==> config.mk <==
export PLATFORM = sky130hd
export DESIGN_NAME = lspc_timer
export DESIGN_NICKNAME = d
export VERILOG_FILES = /design/src/rtl/lspc_timer.sv
export SDC_FILE = /design/constraint.sdc
export NUM_CORES = 1
export LEC_CHECK = 0
export CELL_PAD_IN_SITES_DETAIL_PLACEMENT = 0
export CELL_PAD_IN_SITES_GLOBAL_PLACEMENT = 1
export CORE_MARGIN = 4
export CORE_UTILIZATION = 35
export DETAILED_ROUTE_END_ITERATION = 12
export HOLD_SLACK_MARGIN = 0.12
export PLACE_DENSITY_LB_ADDON = 0.12
export SLEW_MARGIN = 20
export SYNTH_ARGS = -nofsm -noshare
export SYNTH_HDL_FRONTEND = slang
export SYNTH_SLANG_ARGS = --single-unit
==> constraint.sdc <==
create_clock -name CLK -period 2.3 [get_ports CLK]
set_clock_uncertainty 0.1 [all_clocks]
set_input_delay 0.46 -clock CLK [delete_from_list [all_inputs] [get_ports CLK]]
set_output_delay 0.46 -clock CLK [all_outputs]
set_load 0.02 [all_outputs]
==> src/rtl/lspc_timer.sv <==
// lspc_timer: LSPC programmable raster timer with reload sources, PAL stop window and expiry IRQ
module lspc_timer #(
    parameter int CNT_W = 32
) (
    input  logic             CLK,
    input  logic             RESET,
    input  logic             CLK_EN_PIX,
    input  logic [15:0]      DIN,
    input  logic             WR_MODE,
    input  logic             WR_TIMER_HIGH,
    input  logic             WR_TIMER_LOW,
    input  logic             WR_TIMER_STOP,
    input  logic             VBLANK_START,
    input  logic             PAL,
    input  logic             LINE_STOP,
    output logic             TIMER_IRQ,
    output logic             TIMER_IRQ_EN,
    output logic             RUNNING,
    output logic [CNT_W-1:0] COUNT
);
    typedef enum logic {IDLE, RUN} state_t;

    state_t           state, state_nx;
    logic [CNT_W-1:0] reload, count, count_nx, reload_val;
    logic             irq_en, reload_on_low_write, reload_at_vblank, reload_on_zero, stop_en;
    logic             irq, irq_nx, tick, do_reload;

    // Reload sources use the mode bits held before this edge; a low write reloads with its fresh low half
    always_comb begin
        do_reload  = (WR_TIMER_LOW & reload_on_low_write) | (VBLANK_START & reload_at_vblank);
        reload_val = WR_TIMER_LOW ? {reload[CNT_W-1:16], DIN} : reload;
        tick       = CLK_EN_PIX & (state == RUN) & ~(stop_en & PAL & LINE_STOP);
    end

    // Next state/count: a reload wins over a coincident tick, expiry is detected at zero before decrement
    always_comb begin
        state_nx = state;
        count_nx = count;
        irq_nx   = 1'b0;
        if (do_reload) begin
            count_nx = reload_val;
            state_nx = RUN;
        end else if (tick && count != '0) begin
            count_nx = count - CNT_W'(1);
        end else if (tick) begin
            irq_nx   = irq_en;
            count_nx = reload_on_zero ? reload : '0;
            state_nx = reload_on_zero ? RUN : IDLE;
        end
    end

    // Counter state, run flag and the one-cycle expiry pulse
    always_ff @(posedge CLK or posedge RESET) begin
        if (RESET) begin
            state <= IDLE;
            count <= '0;
            irq   <= 1'b0;
        end else begin
            state <= state_nx;
            count <= count_nx;
            irq   <= irq_nx;
        end
    end

    // 68k-visible registers, written on their strobes regardless of the pixel tick
    always_ff @(posedge CLK or posedge RESET) begin
        if (RESET) begin
            reload              <= '0;
            irq_en              <= 1'b0;
            reload_on_low_write <= 1'b0;
            reload_at_vblank    <= 1'b0;
            reload_on_zero      <= 1'b0;
            stop_en             <= 1'b0;
        end else begin
            if (WR_TIMER_HIGH) reload[CNT_W-1:16] <= DIN[CNT_W-17:0];
            if (WR_TIMER_LOW) reload[15:0] <= DIN;
            if (WR_MODE) {reload_on_zero, reload_at_vblank, reload_on_low_write, irq_en} <= DIN[7:4];
            if (WR_TIMER_STOP) stop_en <= DIN[0];
        end
    end

    assign TIMER_IRQ    = irq;
    assign TIMER_IRQ_EN = irq_en;
    assign RUNNING      = (state == RUN);
    assign COUNT        = count;
endmodule

* After elaboration in Yosys (flattened, before gate mapping)
Cells that the tools add are included. W data, S select, Z words.
Storage, ports and cells: bits in registers 71, input bits 26, output and inout bits 35
Cells by class: $add $sub $neg 1, equality and inequality tests 1, mux-type cells 12, bitwise operators 8, reduce and logical (&&, ||, !) cells 5
Operator list (count):
- $mux W32 | 4
- $reduce_bool A32 Y1 | 1
- $sub A32 B1 Y32 const B | 1
- $mux W16 | 1
- $mux W1 | 7
- $and A1 B1 Y1 | 6
- $reduce_bool A3 Y1 | 1
- $ne A2 B2 Y1 const B | 1
- $reduce_and A2 Y1 | 1
- $reduce_bool A2 Y1 | 1
- $logic_and A1 B1 Y1 | 1
- $not A1 Y1 | 1
- $or A1 B1 Y1 | 1

* Longest topological paths before layout
Gate-level depths: netlist (run 1).
word-level depth 7, depth in mapped cells 10

* Worst setup path after synthesis (run 1)
No wires, ideal clock.
kind reg2reg, start register count[0] (netlist: COUNT[0]), end register count[28] (netlist: COUNT[28]), setup time 0.124 ns, arrival time 2.220 ns, required time 2.076 ns, slack -0.144 ns, stages on the path, launching flop included 10, path buffers 1, cells stage by stage dfrtp_1 -> inv_1 -> ha_1 -> or3b_2 -> clkbuf_1 -> nor2_1 -> nand4_1 -> o21ai_0 -> a21boi_0 -> a211o_1
Between the ends: cells in the longest elaborated chain, start to end 4, elaborated cells on any way between the ends 6, those cells by class add/sub (1); mux (2); reduce/logical (3)
Ends and longest elaborated chain:
- from (decl) | RTL line 24 | logic [CNT_W-1:0] reload, count, count_nx, reload_val;
- from (signal assigned) | RTL line 60 | count <= count_nx;
- parallel branches: the longest is 4 deep, another holds $sub A32 B1 Y32
Parallel ways; which one is timed is not known. A chain may end at the register's enable or synchronous reset.

* Worst setup path after layout (run 1)
start register count[5] (netlist: COUNT[5]), end register count[8] (netlist: COUNT[8])
The elaborated chain is that of the path after synthesis.

==> results of run 1 <==
power groups by stage:
stage / sequential [W] / combinational (W) / clock (W)
3_3_place_gp: 0.00161 / 0.00164 / 0
5_1_grt: 0.00164 / 0.00187 / 0.00116
2_1_floorplan: 0.00182 / 0.000592 / 0
6_report: 0.00162 / 0.00173 / 0.00107
4_1_cts: 0.00160 / 0.00168 / 0.00110
3_5_place_dp: 0.00162 / 0.00164 / 0
metrics by stage:
stage               total power (W)  area, µm²
floorplan                  0.002409       3842
global placement           0.003250       5170
detailed placement         0.003260       5170
CTS                        0.004392       5524
global route               0.004674       5633
finish                     0.004426       5633
Yosys cell counts (3+ instances only):
| cell | instances | share of area [%] |
|---|---|---|
| nand2_1 | 42 | 4.1 |
| or4_1 | 6 | 1.2 |
| o22ai_1 | 3 | 0.49 |
| nor2_1 | 23 | 2.3 |
| a21o_1 | 3 | 0.59 |
| nand4_1 | 5 | 0.82 |
| o21ai_1 | 14 | 1.8 |
| a21oi_1 | 21 | 2.8 |
| clkbuf_1 | 12 | 1.2 |
| a211oi_1 | 3 | 0.59 |
| a31oi_1 | 5 | 0.82 |
| nand3_1 | 5 | 0.65 |
| xor2_1 | 5 | 1.1 |
| xnor2_1 | 10 | 2.3 |
| buf_4 | 5 | 0.98 |
| o21ai_0 | 22 | 2.9 |
| or3_1 | 3 | 0.49 |
| nor4_1 | 9 | 1.5 |
| o31ai_1 | 3 | 0.59 |
| buf_2 | 5 | 0.65 |
| a22oi_1 | 4 | 0.79 |
| and2_1 | 3 | 0.49 |
| mux2_2 | 37 | 11 |
| inv_1 | 3 | 0.29 |
| dfrtp_1 | 71 | 46 |
| and4_1 | 3 | 0.69 |
| nor3_1 | 8 | 1.0 |
| a311oi_1 | 7 | 1.6 |
worst max-delay path, delay by kind of cell (launching register included):
family                 cells  cell delay [ns]
AND/OR/NAND/NOR            4             0.98
AO/OA/AOI/OAI              2             0.33
buffers and inverters      2             0.27
flip-flops                 1             0.41
final cells by class:
class | count | area (µm²) | area share, %
Clock buffer | 13 | 168.9 | 2.999
Inverter | 3 | 15.01 | 0.2665
Multi-Input combinational cell | 282 | 2082 | 36.96
Sequential cell | 71 | 1780 | 31.61
Tap cell | 136 | 170.2 | 3.021
Clock inverter | 3 | 40.04 | 0.7108
Timing Repair Buffer | 157 | 1376 | 24.43
what timing repair did:
item | 4_1_cts | 5_1_grt
setup buffers | 8 | 3
resized for setup | 19 | 25
hold buffers | 0 | 0
pin swaps | 11 | 12
setup endpoints to repair | 31 | 31
worst paths after layout:
kind	startpoint	end	slack [ns]	cells past startpoint
setup / recovery	COUNT[5]	COUNT[8]	0.07	8
setup reg to reg	COUNT[5]	COUNT[8]	0.07	8
hold reg to reg	reload[13]	COUNT[13]	0.40	2
hold / removal	reload[13]	COUNT[13]	0.40	2
max in group asynchronous	RESET	COUNT[4]	1.32	3
min in group asynchronous	RESET	reload[11]	0.46	3
metal layers:
metal	share of wire (%)	routed length [µm]	vias up	global-route usage [%]
met4	1.8	237	0	8.413
met5	0	0	-	0
met1	47	6169	1794	30.07
li1	-	-	1703	-
met2	46	6021	85	32.30
met3	4.3	561	17	3.235
cells by family after synthesis:
kind of cell / count (synthesis)
compound gates: 103
simple gates: 124
fa+ha+maj: 2
buf+inv: 28
flops: 71
mux: 38
xor+xnor: 15
==> run_results.csv, run 1 <==
group,metric,value,unit
run_status,status,"completed",
route,route.detailed.drc,0,
clock_tree,clockBufferDepth,2,
min_path,hp-class,"reg2reg",
timing,worst_slack,0.06600,ns
worst_setup_path,path_cells,"or4_4, nor3_4, buf_6, and3_4, buf_6, nor2_1, a311oi_1, a21oi_1",
timing,relSlewSlack,73.24,%
clock_tree,clkLatencyLatePin,0.35,ns
finish,finish.utilization,53.84,%
clock_tree,cts.sinks,71,
timing,tightest_slew,0.4014,ns
finish,drive_gt1_share,36.11,%
worst_setup_path,arrival,2.37,ns
route,drt-wirelength-per-cell,19.53,µm
floorplanning,core,10460,µm²
clock_tree,cts_tree,"built",
synthesis,netlist_area,3821,µm²
synthesis,synth_top_family_by_area,"simple AND/OR/NAND/NOR gates",
finish,finalNonFillerCells,665,
worst_setup_path,critPathRequiredTime,2.43,ns
global_route,grt_first_pass_wirelength,20720,µm
synthesis,ys_types,61,
power,ir_worst_vdd,0.0003376,V
global_route,antenna_found_initial,0,
worst_setup_path,critical-path-max-stage-delay,0.59,ns
power,power.switching,0.001541,W
place,hpwl,9259,µm
clock_tree,cts_buffers,9,
route,wl,12990,µm
global_route,grt_max_degree,72,
synthesis,synth-simple-area-share,17.55,%
floorplanning,fp.dieW,112.5,µm
run,maxCapViolations,0,
worst_setup_path,path_max_fanout,5,
worst_setup_path,criticalPathCategory,"reg2reg",
global_route,grt_overflow,0,
synthesis,netlist_instances,381,
synthesis,synth_warnings,0,
place,place.gp.congestion,0.9147,
route,drtPass1Iterations,4,
synthesis,seq_area_frac_synth,46.50,%
global_route,track_usage,21.15,%
floorplanning,start_util,36.52,%
place,dp_cells,640,
power,p_comb_share,39.2,%
clock_tree,cts-htree-levels,3,
place,place_ws,-0.2112,ns
route,avgViaCountPerCell,5.412,
synthesis,yosys_most_used_dff,"dfrtp_1",
power,switching_share,34.82,%
timing,min_period,2.234,ns
synthesis,synth_edf_count,0,
synthesis,synth_compound_area_share,17.09,%
route,detailedRoute.firstIterationViolations,202,
clock_tree,clk_pin_slew_worst_paths,0.08,ns
timing,hold_viol_final,0,
power,power.density,785.7,nW/µm²
timing,hold_slack,0.4022,ns
timing,drv_slew,0,
finish,nets,552,
power,p_seq_share,36.6,%
global_route,grt_pass1_vias,3659,
worst_setup_path,critical_path.most_common_cell,"buf_6",
floorplanning,die-area,12650,µm²
worst_setup_path,startpoint_type,"flip-flop",
floorplanning,die_h,112.5,µm
synthesis,synthArstFlopShare,100.0,%
timing,min_period_over_period,97.13,%
finish,antennaDiodeCount,0,
synthesis,synth_area_per_cell,10.03,µm²
power,p_leak,2.316,nW
finish,num-fill-cells,966,
route,via_count,3599,
synthesis,synth_adder_area_share,0.6549,%
synthesis,syn_nets,409,
timing,max_freq,447.6,MHz
place,io_buffers,60,
floorplanning,num_rows,37,
synthesis,synth_mux_area_share,11.17,%
finish,final_cell_mix,"buf_4 (90), dfrtp_1 (68), clkdlybuf4s50_1 (60), nand2_1 (41), mux2_2 (37)",
finish,area_delta_synth_final,47.41,%
worst_setup_path,critPathSlowestCell,"or4_4",
synthesis,synthXorXnorAreaFrac,3.438,%
clock_tree,cts_root_buffer,"clkbuf_8",
power,p_int,0.002885,W
power,clock_power_share,24.3,%
timing,setup_tns,0,ns
worst_setup_path,cp-end-kind,"flip-flop",
synthesis,ys_ff_latch,71,
floorplanning,io_pins,61,
route,antenna_left,0,
timing,setup_violations,0,
finish,final_common_cell,"buf_4",
Note: power is estimated with default switching activity, not from simulation.
==> run 2, diff against run 1 <==
--- a/config.mk
+++ b/config.mk
@@ -5,6 +5,7 @@
 export SDC_FILE = /design/constraint.sdc
 export NUM_CORES = 1
 export LEC_CHECK = 0
+export ABC_CLOCK_PERIOD_IN_PS = 2300
 export CELL_PAD_IN_SITES_DETAIL_PLACEMENT = 0
 export CELL_PAD_IN_SITES_GLOBAL_PLACEMENT = 1
 export CORE_MARGIN = 4
==> results of run 2 <==
No change in the layout: final DEF, timing and power equal those of run 1.
==> run 3, diff against run 2 <==
--- a/config.mk
+++ b/config.mk
@@ -6,7 +6,7 @@
 export NUM_CORES = 1
 export LEC_CHECK = 0
 export ABC_CLOCK_PERIOD_IN_PS = 2300
-export CELL_PAD_IN_SITES_DETAIL_PLACEMENT = 0
+export CELL_PAD_IN_SITES_DETAIL_PLACEMENT = 1
 export CELL_PAD_IN_SITES_GLOBAL_PLACEMENT = 1
 export CORE_MARGIN = 4
 export CORE_UTILIZATION = 35
==> run 3 against run 2 <==
The flow now finishes with violations (setup timing). Critical path depth is 2 lower. Count of clock-buffer cells in the layout is 3 lower. Core utilization is 2.6 points higher. Combinational power is 7% higher. Worst setup slack worse by 0.13 ns. Sequential power hardly changed. Clock power is 18% higher. Flip-flop and latch count stayed put. Design area is 4.8% higher. Global-route usage is 2.6 points higher. Cell count is 1.5% higher. Critical path type unchanged.
==> run_results.csv, run 3 (synthesis results as in run 1) <==
group,metric,value,unit
run_status,status,"finished with violations",
run_status,violations,"setup timing",
worst_setup_path,worstSetupStartpoint,"COUNT[4]",
timing,max_freq,422.8,MHz
global_route,met3_usage,3.019,%
place,place_ws,-0.2231,ns
global_route,grt_busiest_layer,"met2",
timing,setup_tns,-0.1944,ns
timing,min_period_over_period,102.8,%
run,maxCapViolations,0,
floorplanning,start_util,36.52,%
timing,tightest_slew,0.4439,ns
worst_setup_path,r2r-end,"COUNT[1]",
worst_setup_path,arrival,2.52,ns
finish,final_cell_mix,"buf_4 (90), dfrtp_1 (68), clkdlybuf4s50_1 (60), nand2_1 (39), mux2_2 (37)",
worst_setup_path,crit_cells,6,
worst_setup_path,crit_end,"COUNT[1]",
route,avgViaCountPerCell,5.710,
power,power.total,0.004743,W
finish,area_delta_synth_final,54.49,%
route,antenna_left,0,
worst_setup_path,critPathTopFamily,"simple AND/OR/NAND/NOR gates",
global_route,grtUsageMet1,31.49,%
clock_tree,cts_tree,"built",
min_path,hp-class,"reg2reg",
global_route,grt_pass1_vias,4102,
clock_tree,ctsHoldBuffers,0,
worst_setup_path,crit_buf_inv,1,
power,ir_worst_vdd,0.0003692,V
place,io_buffers,60,
clock_tree,cts_buffers,9,
worst_setup_path,critical-path-max-stage-delay,0.59,ns
worst_setup_path,rr_worst_depth,6,
worst_setup_path,critPathSlowestCell,"or4_4",
timing,relSlewSlack,70.30,%
global_route,grt_overflow,0,
clock_tree,clk_pin_slew_worst_paths,0.08,ns
global_route,grt_first_pass_wirelength,23300,µm
route,via_count,3854,
clock_tree,cts.sinks,71,
worst_setup_path,path_cells,"or4_4, nor3_4, buf_6, and3_4, a311oi_2, a311oi_1",
finish,finalNonFillerCells,675,
worst_setup_path,path_max_fanout,6,
timing,min_period,2.365,ns
timing,rsz0062_at_grt,"yes",
finish,antennaDiodeCount,0,
clock_tree,clockBufferDepth,2,
route,wl,15340,µm
clock_tree,cts_root_buffer,"clkbuf_8",
worst_setup_path,r2r_slack,-0.07,ns
power,power.density,803.5,nW/µm²
floorplanning,core,10460,µm²
route,drtPass1Iterations,4,
floorplanning,die_h,112.5,µm
floorplanning,io_pins,61,
floorplanning,num_rows,37,
floorplanning,fp.dieW,112.5,µm
global_route,track_usage,23.78,%
place,hpwl,10080,µm
timing,drv_slew,0,
global_route,antenna_found_initial,0,
floorplanning,die-area,12650,µm²
worst_setup_path,r2r_start,"COUNT[4]",
worst_setup_path,startpoint_type,"flip-flop",
finish,nets,562,
timing,setup_violations,9,
worst_setup_path,criticalPathCategory,"reg2reg",
min_path,hold_depth,1,
finish,final_common_cell,"buf_4",
timing,worst_slack,-0.06517,ns
worst_setup_path,critPathRequiredTime,2.45,ns
timing,hold_viol_final,0,
finish,drive_gt1_share,40.07,%
global_route,grt_max_degree,72,
route,route.detailed.drc,0,
power,p_leak,2.437,nW
worst_setup_path,cp-end-kind,"flip-flop",
place,place.gp.congestion,0.9147,
finish,finish.utilization,56.42,%
place,dp_cells,640,
clock_tree,clkLatencyLatePin,0.37,ns
clock_tree,cts-htree-levels,3,
global_route,grtUsageMet2,39.97,%
route,drt-wirelength-per-cell,22.73,µm
route,detailedRoute.firstIterationViolations,260,
-- run 3: repair_timing --
| item | 4_1_cts | 5_1_grt |
|---|---|---|
| resized for setup | 31 | 42 |
| cloned | 2 | 1 |
| pin swaps | 16 | 19 |
| setup endpoints to repair | 30 | 32 |
| setup buffers | 12 | 7 |
-- run 3: power breakdown --
group          internal, W  switching, W
sequential         0.00145      0.000186
combinational     0.000882      0.000965
clock             0.000746      0.000519
total              0.00307       0.00167
-- run 3: stage by stage --
stage	area, µm²	hold WS [ns]
after floorplan	3842	0.3460
after global placement	5170	0.3699
after detailed placement	5170	0.3820
after CTS	5653	0.4032
after global routing	5903	0.4424
final	5903	0.4024
-- run 3: cell type report --
class,count,area [µm²]
inverter,3,15.01
clock inverter,6,107.6
fill,1178,4559
timing repair buffer,164,1469
sequential,71,1780
clock buffer,10,137.6
tap,136,170.2
multi-input combinational,285,2223
-- run 3: worst min path at each step --
| stage | from | endpoint | slack (ns) |
|---|---|---|---|
| after floorplan | reload[13] | COUNT[13] | 0.35 |
| after global placement | reload[13] | COUNT[13] | 0.37 |
| after detailed placement | reload[13] | COUNT[13] | 0.38 |
| after CTS | reload[13] | COUNT[13] | 0.40 |
| after global routing | reload[13] | COUNT[13] | 0.44 |
| final | stop_en | stop_en | 0.40 |
-- run 3: worst reg2reg max path, stage by stage, from the launching register on --
cell,delay (ns)
dfrtp_2,0.41
or4_4,0.59
nor3_4,0.25
buf_6,0.18
and3_4,0.30
a311oi_2,0.13
a311oi_1,0.30
-- run 3: routing by layer --
layer / vias up / share of wire, %
met5: - / 0
met4: 0 / 2.1
met3: 25 / 4.0
met2: 114 / 49
met1: 1980 / 45
li1: 1735 / -
